--- config.mk ---
export PLATFORM = sky130hd
export DESIGN_NAME = arm_decode_issue
export DESIGN_NICKNAME = d
export VERILOG_FILES = /design/src/rtl/arm_core_pkg.sv /design/src/rtl/arm_field_decode.sv /design/src/rtl/arm_decode_issue.sv
export SDC_FILE = /design/constraint.sdc
export NUM_CORES = 1
export LEC_CHECK = 0
export CAP_MARGIN = 20
export CELL_PAD_IN_SITES_DETAIL_PLACEMENT = 1
export CELL_PAD_IN_SITES_GLOBAL_PLACEMENT = 2
export CORE_MARGIN = 4
export CORE_UTILIZATION = 21
export DETAILED_ROUTE_END_ITERATION = 12
export PLACE_DENSITY_LB_ADDON = 0.25
export SKIP_LAST_GASP = 1
export SLEW_MARGIN = 5
export SYNTH_ARGS = -nofsm -noshare
export SYNTH_HDL_FRONTEND = slang
export SYNTH_SLANG_ARGS = --single-unit
--- constraint.sdc ---
create_clock -name clk -period 1.78 [get_ports clk]
set_clock_uncertainty 0.15 [all_clocks]
set_input_delay 0.356 -clock clk [delete_from_list [all_inputs] [get_ports clk]]
set_output_delay 0.356 -clock clk [all_outputs]
set_load 0.01 [all_outputs]
--- src/rtl/arm_core_pkg.sv ---
// Shared types and constants for the ARM core decode/issue slice.
package arm_core_pkg;

    localparam logic [31:0] NOP_INSTR_DEFAULT = 32'hE1A00000;

    localparam logic [3:0] OP_TST = 4'b1000;
    localparam logic [3:0] OP_CMN = 4'b1011;
    localparam logic [3:0] OP_MOV = 4'b1101;
    localparam logic [3:0] OP_MVN = 4'b1111;
    localparam logic [3:0] PC_REG = 4'd15;

    typedef enum logic [1:0] {
        CLS_DP  = 2'b00,
        CLS_LS  = 2'b01,
        CLS_BR  = 2'b10,
        CLS_UND = 2'b11
    } instr_class_e;

    typedef enum logic [1:0] {
        ST_EMPTY,
        ST_READ,
        ST_WAIT,
        ST_ISSUE
    } issue_state_e;

    typedef struct packed {
        instr_class_e cls;
        logic [3:0]   src1;
        logic [3:0]   src2;
        logic [3:0]   src3;
        logic [3:0]   dest;
        logic         rd1;
        logic         rd2;
        logic         rd3;
        logic         rd4;
        logic         wb;
    } decode_t;

endpackage

--- src/rtl/arm_field_decode.sv ---
// Combinational field decode: instruction word to class, register addresses,
// read enables and write-back flag.
module arm_field_decode
    import arm_core_pkg::*;
(
    input  logic [31:0] instr,
    output decode_t     dec
);

    logic       is_dp;
    logic       is_ls;
    logic       is_br;
    logic [3:0] opcode;
    logic       mov_like;
    logic       test_like;
    logic       unused_bits;

    assign opcode      = instr[24:21];
    assign unused_bits = &{1'b0, instr[31:28], instr[7:5]};

    always_comb begin
        is_dp = 1'b0;
        is_ls = 1'b0;
        is_br = 1'b0;
        unique case (instr[27:25])
            3'b000, 3'b001: is_dp = 1'b1;
            3'b010, 3'b011: is_ls = 1'b1;
            3'b101:         is_br = 1'b1;
            default:        ;
        endcase
    end

    assign mov_like  = (opcode == OP_MOV) || (opcode == OP_MVN);
    assign test_like = (opcode >= OP_TST) && (opcode <= OP_CMN);

    always_comb begin
        dec      = '0;
        dec.cls  = is_dp ? CLS_DP : is_ls ? CLS_LS : is_br ? CLS_BR : CLS_UND;
        dec.src1 = instr[19:16];
        dec.src2 = instr[3:0];
        dec.src3 = instr[11:8];
        dec.dest = is_br ? PC_REG : instr[15:12];
        dec.rd1  = (is_dp && !mov_like) || is_ls;
        dec.rd2  = (is_dp && !instr[25]) || (is_ls && instr[25]);
        dec.rd3  = is_dp && !instr[25] && instr[4];
        dec.rd4  = is_ls && !instr[20];
        dec.wb   = (is_dp && !test_like) || (is_ls && instr[20]) || is_br;
    end

endmodule

--- src/rtl/arm_decode_issue.sv ---
// Decode-and-issue stage: holds one instruction, waits on register-file
// busy bits, claims the destination and hands off to execute.
module arm_decode_issue
    import arm_core_pkg::*;
#(
    parameter logic [31:0] NOP_INSTR = NOP_INSTR_DEFAULT
) (
    input  logic        clk,
    input  logic        rst_n,
    input  logic        if_valid,
    output logic        if_ready,
    input  logic [31:0] if_instr,
    input  logic [31:0] if_pc,
    input  logic        flush,
    output logic        read_1,
    output logic        read_2,
    output logic        read_3,
    output logic        read_4,
    output logic [3:0]  src1_add,
    output logic [3:0]  src2_add,
    output logic [3:0]  src3_add,
    output logic [3:0]  dest_add,
    output logic        set_write_bit,
    input  logic        stall,
    input  logic [31:0] out_src1,
    input  logic [31:0] out_src2,
    input  logic [31:0] out_src3,
    input  logic [31:0] out_src4,
    output logic        ex_valid,
    input  logic        ex_ready,
    output logic [31:0] ex_instr,
    output logic [31:0] ex_pc,
    output logic [1:0]  ex_class,
    output logic [31:0] ex_op1,
    output logic [31:0] ex_op2,
    output logic [31:0] ex_op3,
    output logic [31:0] ex_op4,
    output logic        ex_wb
);

    issue_state_e state, state_nxt;
    decode_t      dec_in, dec_q;
    logic [31:0]  instr_q, pc_q;
    logic         in_read;
    logic         accept;
    logic         operands_ok;

    arm_field_decode u_decode (
        .instr (if_instr),
        .dec   (dec_in)
    );

    always_ff @(posedge clk) begin
        if (!rst_n) state <= ST_EMPTY;
        else        state <= state_nxt;
    end

    always_comb begin
        state_nxt = state;
        unique case (state)
            ST_EMPTY: if (if_valid) state_nxt = ST_READ;
            ST_READ,
            ST_WAIT:  state_nxt = stall ? ST_WAIT : ST_ISSUE;
            ST_ISSUE: if (ex_ready) state_nxt = if_valid ? ST_READ : ST_EMPTY;
            default:  state_nxt = ST_EMPTY;
        endcase
        if (flush) state_nxt = ST_EMPTY;
    end

    always_comb begin
        in_read       = (state == ST_READ) || (state == ST_WAIT);
        if_ready      = (state == ST_EMPTY) || ((state == ST_ISSUE) && ex_ready);
        ex_valid      = (state == ST_ISSUE);
        accept        = if_valid && if_ready && !flush && rst_n;
        // Operand latch and destination claim share one condition so the
        // busy bit is set exactly when execute will see the instruction.
        operands_ok   = in_read && !stall && !flush && rst_n;
        set_write_bit = operands_ok && dec_q.wb;
        read_1        = in_read && dec_q.rd1;
        read_2        = in_read && dec_q.rd2;
        read_3        = in_read && dec_q.rd3;
        read_4        = in_read && dec_q.rd4;
    end

    assign src1_add = dec_q.src1;
    assign src2_add = dec_q.src2;
    assign src3_add = dec_q.src3;
    assign dest_add = dec_q.dest;

    always_ff @(posedge clk) begin
        if (!rst_n) begin
            dec_q    <= '0;
            instr_q  <= '0;
            pc_q     <= '0;
            ex_instr <= NOP_INSTR;
            ex_pc    <= '0;
            ex_class <= CLS_UND;
            ex_op1   <= '0;
            ex_op2   <= '0;
            ex_op3   <= '0;
            ex_op4   <= '0;
            ex_wb    <= 1'b0;
        end else begin
            if (accept) begin
                dec_q   <= dec_in;
                instr_q <= if_instr;
                pc_q    <= if_pc;
            end
            if (operands_ok) begin
                ex_instr <= (dec_q.cls == CLS_UND) ? NOP_INSTR : instr_q;
                ex_pc    <= pc_q;
                ex_class <= dec_q.cls;
                ex_op1   <= out_src1;
                ex_op2   <= out_src2;
                ex_op3   <= out_src3;
                ex_op4   <= out_src4;
                ex_wb    <= dec_q.wb;
            end else if (flush) begin
                ex_instr <= NOP_INSTR;
            end
        end
    end

endmodule

==> flow_summary.rst <==
.. list-table::
   :header-rows: 1

   * - Metric
     - Value
   * - Number of buffers created by CTS
     - 36
   * - Data required time of the critical path
     - 1.27 ns
   * - Most frequent cells after synthesis
     - sky130_fd_sc_hd__nand2_1 (322), sky130_fd_sc_hd__nand3_1 (277), sky130_fd_sc_hd__dfxtp_1 (272), sky130_fd_sc_hd__a21boi_1 (95), sky130_fd_sc_hd__o21ai_0 (71)
   * - Clock latency on the worst-skew pair
     - 0.53 ns
   * - Critical path type
     - reg2out
   * - Clock tree from TritonCTS
     - built
   * - Global-route wire length before repair
     - 74.9 mm
   * - Number of max-cap violations
     - 0
   * - Initial antenna violation count
     - 2
   * - Outcome
     - finished with violations
   * - Highest achievable clock rate
     - 460 MHz
   * - Peak VDD IR
     - 0.000430 V
   * - Post-DP HPWL
     - 30.1 mm
   * - Yosys cell types
     - 38
   * - Worst R2R End
     - ex_op3[22]
   * - GR Util All Layers
     - 18.5%
   * - Maximum buffer depth of the clock tree
     - 3
   * - Data arrival, critical path
     - 1.67 ns
   * - Pre-CTS setup slack
     - -0.507 ns
   * - Hold Startpoint
     - out_src1[31]
   * - Slew at the pin with the worst max-slew slack
     - 0.737 ns
   * - Worst max-slew margin expressed relative to the limit
     - 50.9%
   * - Number of warnings reported in the yosys synthesis log
     - 0
   * - Static Leakage
     - 8.76 nW
   * - Main area contributors after synthesis
     - sky130_fd_sc_hd__dfxtp_1 (53%), sky130_fd_sc_hd__nand3_1 (13%), sky130_fd_sc_hd__nand2_1 (12%), sky130_fd_sc_hd__a21boi_1 (6.9%), sky130_fd_sc_hd__o21ai_0 (3.5%)
   * - Maximum number of pins on one net before global-route repair
     - 145
   * - Setup repair after global routing missed its margin
     - true
   * - Initial detailed-routing violation count
     - 417
   * - Critical path peak fanout
     - 2
   * - Core Area
     - 48,000 sq um
   * - Clk pin slew, worst setup/hold paths
     - 0.05 ns
   * - Tmin final
     - 2.17 ns
   * - Violations in the final reports
     - setup timing
   * - Post-route non-filler standard cell count
     - 2,368
   * - Final net count
     - 1,930
   * - Hold/Removal Path Class
     - in2reg
   * - Avg Inst Size Synth
     - 8.28 sq um
   * - Post-Syn Nets
     - 1,442
   * - Number of top-level design ports
     - 416
   * - Initial DRT Pass Iterations
     - 4
   * - GRT Residual Overflow
     - 0
   * - Post-DR wirelength/cell
     - 21.3 um
   * - Total Die Area
     - 52,500 sq um
   * - Number of setup violations in the final report
     - 277
   * - DIE WIDTH
     - 229 um
   * - Type of element capturing the critical path
     - output pin
   * - Fin. Hold Viols
     - 0
   * - Y dimension of the die
     - 229 um
   * - Setup TNS after final layout
     - -51.76 ns
   * - Post-synth top area share
     - 53.0%
   * - Synthesis-to-layout area growth
     - 83.9%
   * - TritonCTS sink count
     - 272
   * - CTS Root Buffer Type
     - sky130_fd_sc_hd__clkbuf_16
   * - Critical path startpoint category
     - flop
   * - Ratio of final minimum period to clock period
     - 122%
   * - Finished Core Util
     - 39.3%
   * - Starting Density
     - 21.4%
   * - Via count of the first global-routing pass
     - 11,300
   * - Total routed wirelength
     - 50.4 mm
   * - Proportion of synthesized flip-flops having asynchronous set or reset
     - 0%
   * - Power per Cell Area
     - 790 nW/um^2
   * - Vias
     - 10,800
   * - Gate count of the mapped netlist
     - 1,241
   * - Cell count of the worst hold path
     - 3
   * - Number of routed nets with antenna violations
     - 0
   * - Standard-cell row count
     - 80
   * - Yosys top cell by area
     - sky130_fd_sc_hd__dfxtp_1
   * - Number of vias per cell after detailed routing
     - 4.57
   * - Post-route DRC
     - 0
   * - Worst setup slack after layout
     - -0.392 ns
   * - RePlAce Congestion
     - 0.741
   * - Synthesized cell area
     - 10,300 sq um
   * - Maximum level of the CTS H-tree
     - 2
   * - Dominant synthesized flop cell
     - sky130_fd_sc_hd__dfxtp_1
   * - Sequential fraction of the synthesis area
     - 53.0%
   * - Worst flop-to-flop path startpoint
     - state[1]
   * - Placed Instances
     - 2,208
   * - Number of synthesized flops with an enable pin
     - 0
   * - Port buffer count
     - 415
   * - Layout cells sized above 1
     - 23.8%
   * - Total count of max-transition violations in the final report
     - 0
   * - Most frequently used cell type in the post-synthesis netlist
     - sky130_fd_sc_hd__nand2_1
   * - Number of cells on the worst reg-to-reg path
     - 12
   * - Flops & latches, synth
     - 272
   * - Endpoint of the worst hold-timing path
     - ex_op1[31]
   * - R2R Setup Slk
     - -0.36 ns
==> metal layers <==
| metal | global-route usage, % | wire length [um] | up-vias |
|---|---|---|---|
| met5 | 0 | 13 | - |
| met4 | 4.01 | 749 | 2 |
| met3 | 5.06 | 3270 | 48 |
| met2 | 29.7 | 23000 | 295 |
| met1 | 24.9 | 23300 | 5290 |
| li1 | - | - | 5178 |
==> area by class of cell <==
class                   instances  area (sq um)
multi-input cells             836          4870
flip-flops and latches        272          5450
fillers                      5393         29100
clock inverters                 8          72.6
inverters                       6          22.5
diodes                          1          2.50
repair buffers                577          6670
well taps                     615           769
clock buffers                  53          1050
==> layout by cell type, fill, tap and decap left out, drive strengths merged, types with 2 or more instances in the layout <==
master	count
nand2	322
nand3	277
dfxtp	272
dlygate4sd2	205
clkdlybuf4s50	196
buf	163
a21boi	95
o21ai	77
clkbuf	57
nor3	12
clkinv	8
and2	7
or4	7
clkdlybuf4s15	7
o211a	5
inv	5
nor2b	4
a21oi	4
and3b	3
nor2	3
ha	3
nand3b	2
a31oi	2
bufbuf	2
==> registers in the layout (all words and copies together), names as in the netlist <==
| signal | count |
|---|---|
| src3_add | 3 |
| ex_op1 | 32 |
| ex_class | 2 |
| pc_q | 32 |
| ex_pc | 32 |
| dec_q | 7 |
| src2_add | 3 |
| src1_add | 3 |
| ex_op4 | 32 |
| ex_wb | 1 |
| state | 2 |
| ex_instr | 32 |
| instr_q | 23 |
| ex_op3 | 32 |
| ex_op2 | 32 |
| dest_add | 4 |
==> worst max-delay path: stages (launching register included) <==
cell                       delay (ns)
sky130_fd_sc_hd__dfxtp_2         0.35
sky130_fd_sc_hd__inv_2           0.06
sky130_fd_sc_hd__ha_4            0.26
sky130_fd_sc_hd__and4bb_4        0.23
sky130_fd_sc_hd__and2_4          0.15
sky130_fd_sc_hd__buf_6           0.10
==> how the worst max path moves through the flow <==
stage,from,to,slack (ns),depth (start not counted)
after detailed placement,stall,set_write_bit,-0.51,4
final,state[1],set_write_bit,-0.39,5
after floorplan,state[1],set_write_bit,0.0001,6
after global placement,stall,set_write_bit,-0.52,4
after global routing,state[1],set_write_bit,-0.46,5
after CTS,state[1],set_write_bit,-0.43,5
==> metrics by stage <==
step / area (sq um) / hold WS [ns] / power (mW)
CTS: 18500 / 0.171 / 15.2
detailed placement: 15300 / 0.276 / 7.74
global placement: 15300 / 0.266 / 7.73
finish: 18900 / 0.213 / 14.9
global route: 18900 / 0.200 / 15.6
floorplan: 10300 / 0.259 / 6.86
==> power by group <==
part | leakage (nW) | internal (mW) | switching [mW] | total [mW]
Combinational | 6.01 | 0.930 | 0.731 | 1.66
Sequential | 2.20 | 6.21 | 0.0761 | 6.29
Clock | 0.553 | 4.20 | 2.78 | 6.98
Total | 8.76 | 11.3 | 3.59 | 14.9
==> what timing repair did <==
action	4_1_cts	5_1_grt
pin swaps	131	8
resized for setup	545	56
hold buffers	0	0
cloned	41	3
setup endpoints to repair	453	281
buffers inserted	41	26
==> cells by family (layout without fill, tap and decap cells) <==
group           Yosys count  after routing  share of synthesized area, %
compound gates          187            187                          11.9
other cells               0              1                             0
fa+ha+maj                 3              3                         0.365
flops                   272            272                          53.0
xor+xnor                  1              1                        0.0852
simple gates            645            645                          28.2
buf+inv                 133            644                          6.44
No activity file was read; power rests on OpenSTA's default activity.
